===== config.mk =====
export PLATFORM = sky130hd
export DESIGN_NAME = mem_stage_flat
export DESIGN_NICKNAME = d
export VERILOG_FILES = /design/src/rtl/mem_stage_pkg.sv /design/src/rtl/mem_stage_if.sv /design/src/rtl/mem_stage_align.sv /design/src/rtl/mem_stage.sv /design/src/flat_wrapper.sv
export SDC_FILE = /design/constraint.sdc
export NUM_CORES = 1
export LEC_CHECK = 0
export BUFFER_PORTS_ARGS = -buffer_cell sky130_fd_sc_hd__buf_2
export CAP_MARGIN = 20
export CORE_ASPECT_RATIO = 0.5
export CORE_UTILIZATION = 30
export CTS_CLUSTER_DIAMETER = 150
export DETAILED_ROUTE_END_ITERATION = 6
export PLACE_DENSITY_LB_ADDON = 0.08
export SYNTH_ARGS = -nofsm -noshare
export SYNTH_HDL_FRONTEND = slang
export SYNTH_SLANG_ARGS = --single-unit

===== constraint.sdc =====
create_clock -name clk -period 1.8 [get_ports clk]
set_clock_uncertainty 0.15 [all_clocks]
set_input_delay 0.18 -clock clk [delete_from_list [all_inputs] [get_ports clk]]
set_output_delay 0.18 -clock clk [all_outputs]
set_load 0.01 [all_outputs]

===== src/rtl/mem_stage_pkg.sv =====
// Shared constants and types for the RV32I memory stage: opcodes, load/store widths,
// the access FSM state type and the pipeline bubble instruction.
package mem_stage_pkg;

  localparam logic [6:0] OPC_LOAD  = 7'b0000011;
  localparam logic [6:0] OPC_STORE = 7'b0100011;

  localparam logic [2:0] F3_B  = 3'b000;
  localparam logic [2:0] F3_H  = 3'b001;
  localparam logic [2:0] F3_W  = 3'b010;
  localparam logic [2:0] F3_BU = 3'b100;
  localparam logic [2:0] F3_HU = 3'b101;

  // addi x0, x0, 0
  localparam logic [31:0] NOP_INSTR = 32'h0000_0013;

  typedef enum logic {
    IDLE = 1'b0,
    WAIT = 1'b1
  } mem_state_t;

endpackage


===== src/rtl/mem_stage_if.sv =====
// Data-memory bus between the memory stage (master) and the data memory (slave):
// request/ack handshake with variable latency.
interface mem_stage_if #(
  parameter int unsigned XLEN       = 32,
  parameter int unsigned DMEM_WIDTH = 10
);
  logic                  dmem_req;
  logic                  dmem_we;
  logic [3:0]            dmem_be;
  logic [DMEM_WIDTH-1:0] dmem_addr;
  logic [XLEN-1:0]       dmem_wdata;
  logic [XLEN-1:0]       dmem_rdata;
  logic                  dmem_ack;

  modport master (
    output dmem_req, dmem_we, dmem_be, dmem_addr, dmem_wdata,
    input  dmem_rdata, dmem_ack
  );

  modport slave (
    input  dmem_req, dmem_we, dmem_be, dmem_addr, dmem_wdata,
    output dmem_rdata, dmem_ack
  );
endinterface


===== src/rtl/mem_stage_align.sv =====
// Combinational lane logic: store byte enables and lane replication, load lane
// extraction with sign/zero extension, and misalignment detection.
module mem_stage_align
  import mem_stage_pkg::*;
(
  input  logic [2:0]  i_funct3,
  input  logic [1:0]  i_off,
  input  logic [31:0] i_rs2,
  input  logic [31:0] i_rdata,
  output logic [3:0]  o_be,
  output logic [31:0] o_wdata,
  output logic [31:0] o_load_data,
  output logic        o_misalign
);

  logic [7:0]  w_byte;
  logic [15:0] w_half;

  always_comb begin
    w_byte      = i_rdata[{i_off, 3'b000} +: 8];
    w_half      = i_off[1] ? i_rdata[31:16] : i_rdata[15:0];
    o_be        = 4'hF;
    o_wdata     = i_rs2;
    o_load_data = i_rdata;
    o_misalign  = 1'b0;
    // Any funct3 outside the byte/half encodings behaves as a full word
    case (i_funct3)
      F3_B, F3_BU: begin
        o_be        = 4'b0001 << i_off;
        o_wdata     = {4{i_rs2[7:0]}};
        o_load_data = (i_funct3 == F3_B) ? {{24{w_byte[7]}}, w_byte} : {24'h0, w_byte};
      end
      F3_H, F3_HU: begin
        o_be        = 4'b0011 << i_off;
        o_wdata     = {2{i_rs2[15:0]}};
        o_load_data = (i_funct3 == F3_H) ? {{16{w_half[15]}}, w_half} : {16'h0, w_half};
        o_misalign  = i_off[0];
      end
      default: begin
        o_misalign = |i_off;
      end
    endcase
  end

endmodule


===== src/rtl/mem_stage.sv =====
// RV32I memory stage: issues loads/stores on the data-memory bus, stalls the pipeline
// while an access is outstanding and drives the MEM/WB registers.
module mem_stage #(
  parameter int unsigned     XLEN       = 32,
  parameter int unsigned     DMEM_WIDTH = 10,
  parameter logic [XLEN-1:0] NOP_INSTR  = mem_stage_pkg::NOP_INSTR
) (
  input  logic            clk,
  input  logic            rst,
  input  logic [XLEN-1:0] pc_mem,
  input  logic [XLEN-1:0] alu_mem,
  input  logic [XLEN-1:0] rs2_mem,
  input  logic [XLEN-1:0] instr_mem,
  input  logic [4:0]      rd_addr_mem,
  mem_stage_if.master     dmem,
  output logic            stall_mem,
  output logic            misalign_mem,
  output logic [XLEN-1:0] forward_mem,
  output logic [XLEN-1:0] pc_wb,
  output logic [XLEN-1:0] alu_wb,
  output logic [XLEN-1:0] load_wb,
  output logic [XLEN-1:0] instr_wb,
  output logic [4:0]      rd_addr_wb
);
  import mem_stage_pkg::*;

  mem_state_t      r_state;
  mem_state_t      w_state_d;
  logic            w_is_load;
  logic            w_is_store;
  logic            w_is_mem;
  logic            w_access;
  logic            w_req;
  logic            w_bubble;
  logic            w_misalign;
  logic [3:0]      w_be_st;
  logic [XLEN-1:0] w_wdata;
  logic [XLEN-1:0] w_load_data;

  logic [XLEN-1:0] r_pc_wb;
  logic [XLEN-1:0] r_alu_wb;
  logic [XLEN-1:0] r_load_wb;
  logic [XLEN-1:0] r_instr_wb;
  logic [4:0]      r_rd_addr_wb;

  assign w_is_load  = (instr_mem[6:0] == OPC_LOAD);
  assign w_is_store = (instr_mem[6:0] == OPC_STORE);
  assign w_is_mem   = w_is_load | w_is_store;

  mem_stage_align u_align (
    .i_funct3    (instr_mem[14:12]),
    .i_off       (alu_mem[1:0]),
    .i_rs2       (rs2_mem),
    .i_rdata     (dmem.dmem_rdata),
    .o_be        (w_be_st),
    .o_wdata     (w_wdata),
    .o_load_data (w_load_data),
    .o_misalign  (w_misalign)
  );

  assign misalign_mem = w_is_mem & w_misalign;
  assign w_access     = w_is_mem & ~w_misalign;

  always_ff @(posedge clk or negedge rst) begin
    if (!rst) begin
      r_state <= IDLE;
    end else begin
      r_state <= w_state_d;
    end
  end

  always_comb begin
    w_state_d = r_state;
    unique case (r_state)
      IDLE: if (w_access && !dmem.dmem_ack) w_state_d = WAIT;
      WAIT: if (dmem.dmem_ack) w_state_d = IDLE;
      default: w_state_d = IDLE;
    endcase
  end

  always_comb begin
    w_req = 1'b0;
    unique case (r_state)
      IDLE:    w_req = w_access;
      WAIT:    w_req = 1'b1;
      default: w_req = 1'b0;
    endcase
  end

  // Request is masked while reset is held so memory never sees a stray access
  assign dmem.dmem_req   = w_req & rst;
  assign dmem.dmem_we    = w_is_store;
  assign dmem.dmem_be    = w_is_store ? w_be_st : 4'hF;
  assign dmem.dmem_addr  = alu_mem[DMEM_WIDTH+1:2];
  assign dmem.dmem_wdata = w_wdata;

  assign stall_mem   = dmem.dmem_req & ~dmem.dmem_ack;
  assign forward_mem = alu_mem;
  assign w_bubble    = stall_mem | misalign_mem;

  always_ff @(posedge clk or negedge rst) begin
    if (!rst) begin
      r_pc_wb      <= '0;
      r_alu_wb     <= '0;
      r_load_wb    <= '0;
      r_instr_wb   <= '0;
      r_rd_addr_wb <= '0;
    end else if (w_bubble) begin
      r_pc_wb      <= '0;
      r_alu_wb     <= '0;
      r_load_wb    <= '0;
      r_instr_wb   <= NOP_INSTR;
      r_rd_addr_wb <= '0;
    end else begin
      r_pc_wb      <= pc_mem;
      r_alu_wb     <= alu_mem;
      r_load_wb    <= w_is_load ? w_load_data : '0;
      r_instr_wb   <= instr_mem;
      r_rd_addr_wb <= rd_addr_mem;
    end
  end

  assign pc_wb      = r_pc_wb;
  assign alu_wb     = r_alu_wb;
  assign load_wb    = r_load_wb;
  assign instr_wb   = r_instr_wb;
  assign rd_addr_wb = r_rd_addr_wb;

endmodule

===== src/flat_wrapper.sv =====
// flat-port wrapper written by rule: the top's interface ports become plain ports
module mem_stage_flat import mem_stage_pkg::*;
#(
  parameter int unsigned     XLEN       = 32,
  parameter int unsigned     DMEM_WIDTH = 10,
  parameter logic [XLEN-1:0] NOP_INSTR  = mem_stage_pkg::NOP_INSTR
)
  (clk, rst, pc_mem, alu_mem, rs2_mem, instr_mem, rd_addr_mem, stall_mem, misalign_mem, forward_mem, pc_wb, alu_wb, load_wb, instr_wb, rd_addr_wb, dmem_dmem_req, dmem_dmem_we, dmem_dmem_be, dmem_dmem_addr, dmem_dmem_wdata, dmem_dmem_rdata, dmem_dmem_ack);
  mem_stage_if #(.XLEN(XLEN), .DMEM_WIDTH(DMEM_WIDTH)) dmem_i ();
  input  logic clk;
  input  logic rst;
  input  logic [XLEN-1:0] pc_mem;
  input  logic [XLEN-1:0] alu_mem;
  input  logic [XLEN-1:0] rs2_mem;
  input  logic [XLEN-1:0] instr_mem;
  input  logic [4:0] rd_addr_mem;
  output logic stall_mem;
  output logic misalign_mem;
  output logic [XLEN-1:0] forward_mem;
  output logic [XLEN-1:0] pc_wb;
  output logic [XLEN-1:0] alu_wb;
  output logic [XLEN-1:0] load_wb;
  output logic [XLEN-1:0] instr_wb;
  output logic [4:0] rd_addr_wb;
  output wire logic [$bits(dmem_i.dmem_req)-1:0] dmem_dmem_req;
  output wire logic [$bits(dmem_i.dmem_we)-1:0] dmem_dmem_we;
  output wire logic [$bits(dmem_i.dmem_be)-1:0] dmem_dmem_be;
  output wire logic [$bits(dmem_i.dmem_addr)-1:0] dmem_dmem_addr;
  output wire logic [$bits(dmem_i.dmem_wdata)-1:0] dmem_dmem_wdata;
  input wire logic [$bits(dmem_i.dmem_rdata)-1:0] dmem_dmem_rdata;
  input wire logic [$bits(dmem_i.dmem_ack)-1:0] dmem_dmem_ack;
  assign dmem_dmem_req = dmem_i.dmem_req;
  assign dmem_dmem_we = dmem_i.dmem_we;
  assign dmem_dmem_be = dmem_i.dmem_be;
  assign dmem_dmem_addr = dmem_i.dmem_addr;
  assign dmem_dmem_wdata = dmem_i.dmem_wdata;
  assign dmem_i.dmem_rdata = dmem_dmem_rdata;
  assign dmem_i.dmem_ack = dmem_dmem_ack;
  mem_stage #(.XLEN(XLEN), .DMEM_WIDTH(DMEM_WIDTH), .NOP_INSTR(NOP_INSTR)) u_core (.clk(clk), .rst(rst), .pc_mem(pc_mem), .alu_mem(alu_mem), .rs2_mem(rs2_mem), .instr_mem(instr_mem), .rd_addr_mem(rd_addr_mem), .dmem(dmem_i), .stall_mem(stall_mem), .misalign_mem(misalign_mem), .forward_mem(forward_mem), .pc_wb(pc_wb), .alu_wb(alu_wb), .load_wb(load_wb), .instr_wb(instr_wb), .rd_addr_wb(rd_addr_wb));
endmodule

==> flow_summary.ini <==
[status]
status = completed

[worst_setup_path]
reg2regPathDepth = 3
r2r_setup_slack_ns = 0.58
rr_startpoint = u_core.r_state$_DFF_PN0_
cp_max_fo = 16
crit_type = in2reg
start_kind = primary input
reg2reg_to = u_core.alu_wb[5]$_DFF_PN0_
cp.required_ns = 1.91
crit_arrival_ns = 1.87
endpoint_kind = flip-flop

[hold_path]
holdCritStartpoint = dmem_dmem_rdata[0]
worstHoldPathCells = 3
hp-class = in2reg
hold_path_end = u_core.load_wb[0]$_DFF_PN0_

[sta]
fin_ws_ns = 0.0421
finalSetupTns_ns = 0
slew_headroom_pct = 41.1
max_freq_mhz = 569
period_needed_ns = 1.76
worst_pin_slew_ns = 0.884
timing.final.crit_share_pct = 97.7
rsz0062_at_grt = true
maxSlewViolCount = 0
hold_violations = 0
setup_viol = 0

[synth]
synth_cell_types = 40
syn_nets = 687
yosysTopAreaCell = dfrtp_1
yosys-top-cells-count = 134 x dfrtp_1, 95 x and3_1, 50 x buf_4
postSynthCellCount = 519
ys.flop_type = dfrtp_1
netlist_area_mm2 = 0.00587
synth_warnings = 0
async_flop_share_pct = 100
synth_enable_flop_cells = 0
post-synth-top-count-cell = dfrtp_1
ys_seq_area_share_pct = 57.1
yosys.area.top_type_share_pct = 57.1
avgSynthCellArea_um2 = 11.3
synth_area_leaders = dfrtp_1 57%, and3_1 10%, buf_4 6.4%, mux2_2 4.8%, nand2_1 2.8%
ys_seq_elements = 134

[drt]
drt-total-wl_um = 20000
postRouteAntennaNets = 0
vias = 5599
wl_per_cell_um = 15.9
dr.pass1.iters = 5
post_drt_via_cell_ratio = 4.44
drc = 0
drt_iter0_drc = 200

[floorplan]
initial_core_util_pct = 31.3
io_pins = 383
num_rows = 35
die_area_mm2 = 0.0202
fp.coreArea_mm2 = 0.0188
chipHeight_um = 101
fp.dieW_um = 200

[grt]
grt_remaining_overflow = 0
antenna_found_initial = 0
grt_use_total_pct = 19.4
grt_max_degree = 69
grt_pass1_vias = 5465
grt_pass1_wl_um = 29500

[place]
gp_congestion = 0.805
dp_hpwl_um = 14100
placed_area_mm2 = 0.00785
portBuffers = 382
post-place-ws_ns = -0.0216

[pwr]
power_mw = 7.95
peakVddDrop_mv = 0.502
power_density_mw_per_mm2 = 812
p_leak_nw = 5.08

[clock_network]
numClockSinks = 134
root_buffer = clkbuf_16
clk_path_buf_depth = 2
cts_tree = yes
cts_buffers = 17
htreeDepth = 4
clock_latency_ns = 0.41
clk_pin_slew_ns = 0.06

[layout]
fill_cells = 1750
diodes = 0
fin_nets = 1157
fin_area_mm2 = 0.00979
area_delta_synth_final_pct = 66.6
drive_above_1_share_pct = 48.9

[flow_run]
maxCapViolCount = 0
## cell usage in the layout, fill, tap and decap left out, types with 7 or more instances in the layout
cell type / netlist / layout
a21oi_2: 10 / 10
and3_1: 95 / 95
inv_1: 7 / 7
buf_12: 0 / 7
buf_4: 50 / 23
dlygate4sd3_1: 0 / 131
mux2_2: 25 / 25
clkbuf_16: 0 / 17
nor2b_1: 12 / 12
buf_2: 7 / 381
a222oi_1: 7 / 7
o21ai_0: 18 / 16
dfrtp_1: 134 / 134
mux2i_1: 11 / 11
nand2_1: 44 / 43
a21oi_1: 17 / 17
## per-layer routing
layer  vias up  global-route usage, %  share of wire, %
met4         0                   6.17               1.3
met3        22                   5.22               5.7
met2       199                   33.6                51
met5         -                      0                 0
met1      2692                   23.7                42
li1       2686                      -                 -
## final cells by class
cell class | count | area [um2] | area share, %
clock buffers | 18 | 429 | 4.38
clock inverters | 14 | 166 | 1.70
inverters | 7 | 26.3 | 0.268
multi-input cells | 286 | 1950 | 19.9
flip-flops and latches | 134 | 3350 | 34.3
well taps | 259 | 324 | 3.31
repair buffers | 543 | 3540 | 36.2
## sequential cells by signal, summed over array words and instances (netlist names)
signal	cells
u_core.alu_wb	32
u_core.instr_wb	32
u_core.load_wb	32
u_core.pc_wb	32
u_core.rd_addr_wb	5
u_core.r_state	1
## logic make-up after synthesis
group                  share of synthesized area, %
AOI/OAI and AO/OA                              8.60
buffers and inverters                          10.4
DFF                                            57.1
muxes                                          6.67
and+or+nand+nor                                17.2
## worst max-delay path by stage
| stage | startpoint | to | slack (ns) | cells past startpoint |
|---|---|---|---|---|
| finish | dmem_dmem_rdata[15] | u_core.load_wb[20]$_DFF_PN0_ | 0.04 | 7 |
| global route | instr_mem[3] | dmem_dmem_req | -0.03 | 7 |
| CTS | instr_mem[6] | dmem_dmem_be[0] | 0.009 | 8 |
| detailed placement | instr_mem[3] | dmem_dmem_be[1] | -0.02 | 8 |
| global placement | instr_mem[3] | dmem_dmem_be[1] | -0.02 | 8 |
| floorplan | alu_mem[0] | u_core.load_wb[21]$_DFF_PN0_ | 0.25 | 6 |
## per-stage QoR
| stage | std cells | util [%] | hold WS [ns] |
|---|---|---|---|
| after floorplan | 519 | - | -0.266 |
| after global placement | 1098 | 41.8 | 0.210 |
| after detailed placement | 1098 | 41.8 | 0.209 |
| after CTS | 1261 | 52.0 | 0.0237 |
| after global routing | 1261 | 52.1 | 0.0313 |
| final | 1261 | 52.1 | 0.0322 |
## where the power goes
| group | total, mW | switching (mW) | internal [mW] |
|---|---|---|---|
| clock network | 3.53 | 1.45 | 2.08 |
| registers | 3.16 | 0.0266 | 3.13 |
| logic | 1.26 | 0.600 | 0.660 |
| total | 7.95 | 2.08 | 5.88 |
## worst max-delay path, cell delays in order
cell,delay [ns]
dlygate4sd3_1,0.56
buf_2,0.15
mux2_2,0.29
a21o_1,0.21
o2111ai_4,0.22
buf_12,0.19
a21oi_1,0.06
## what timing repair did
item	CTS	global route
resized for setup	3	4
endpoints found under the setup margin	4	5
hold buffers	131	0
pin swaps	2	3
buffers inserted	0	0
endpoints found under the hold margin	265	0
(Power assumes the default switching activity.)
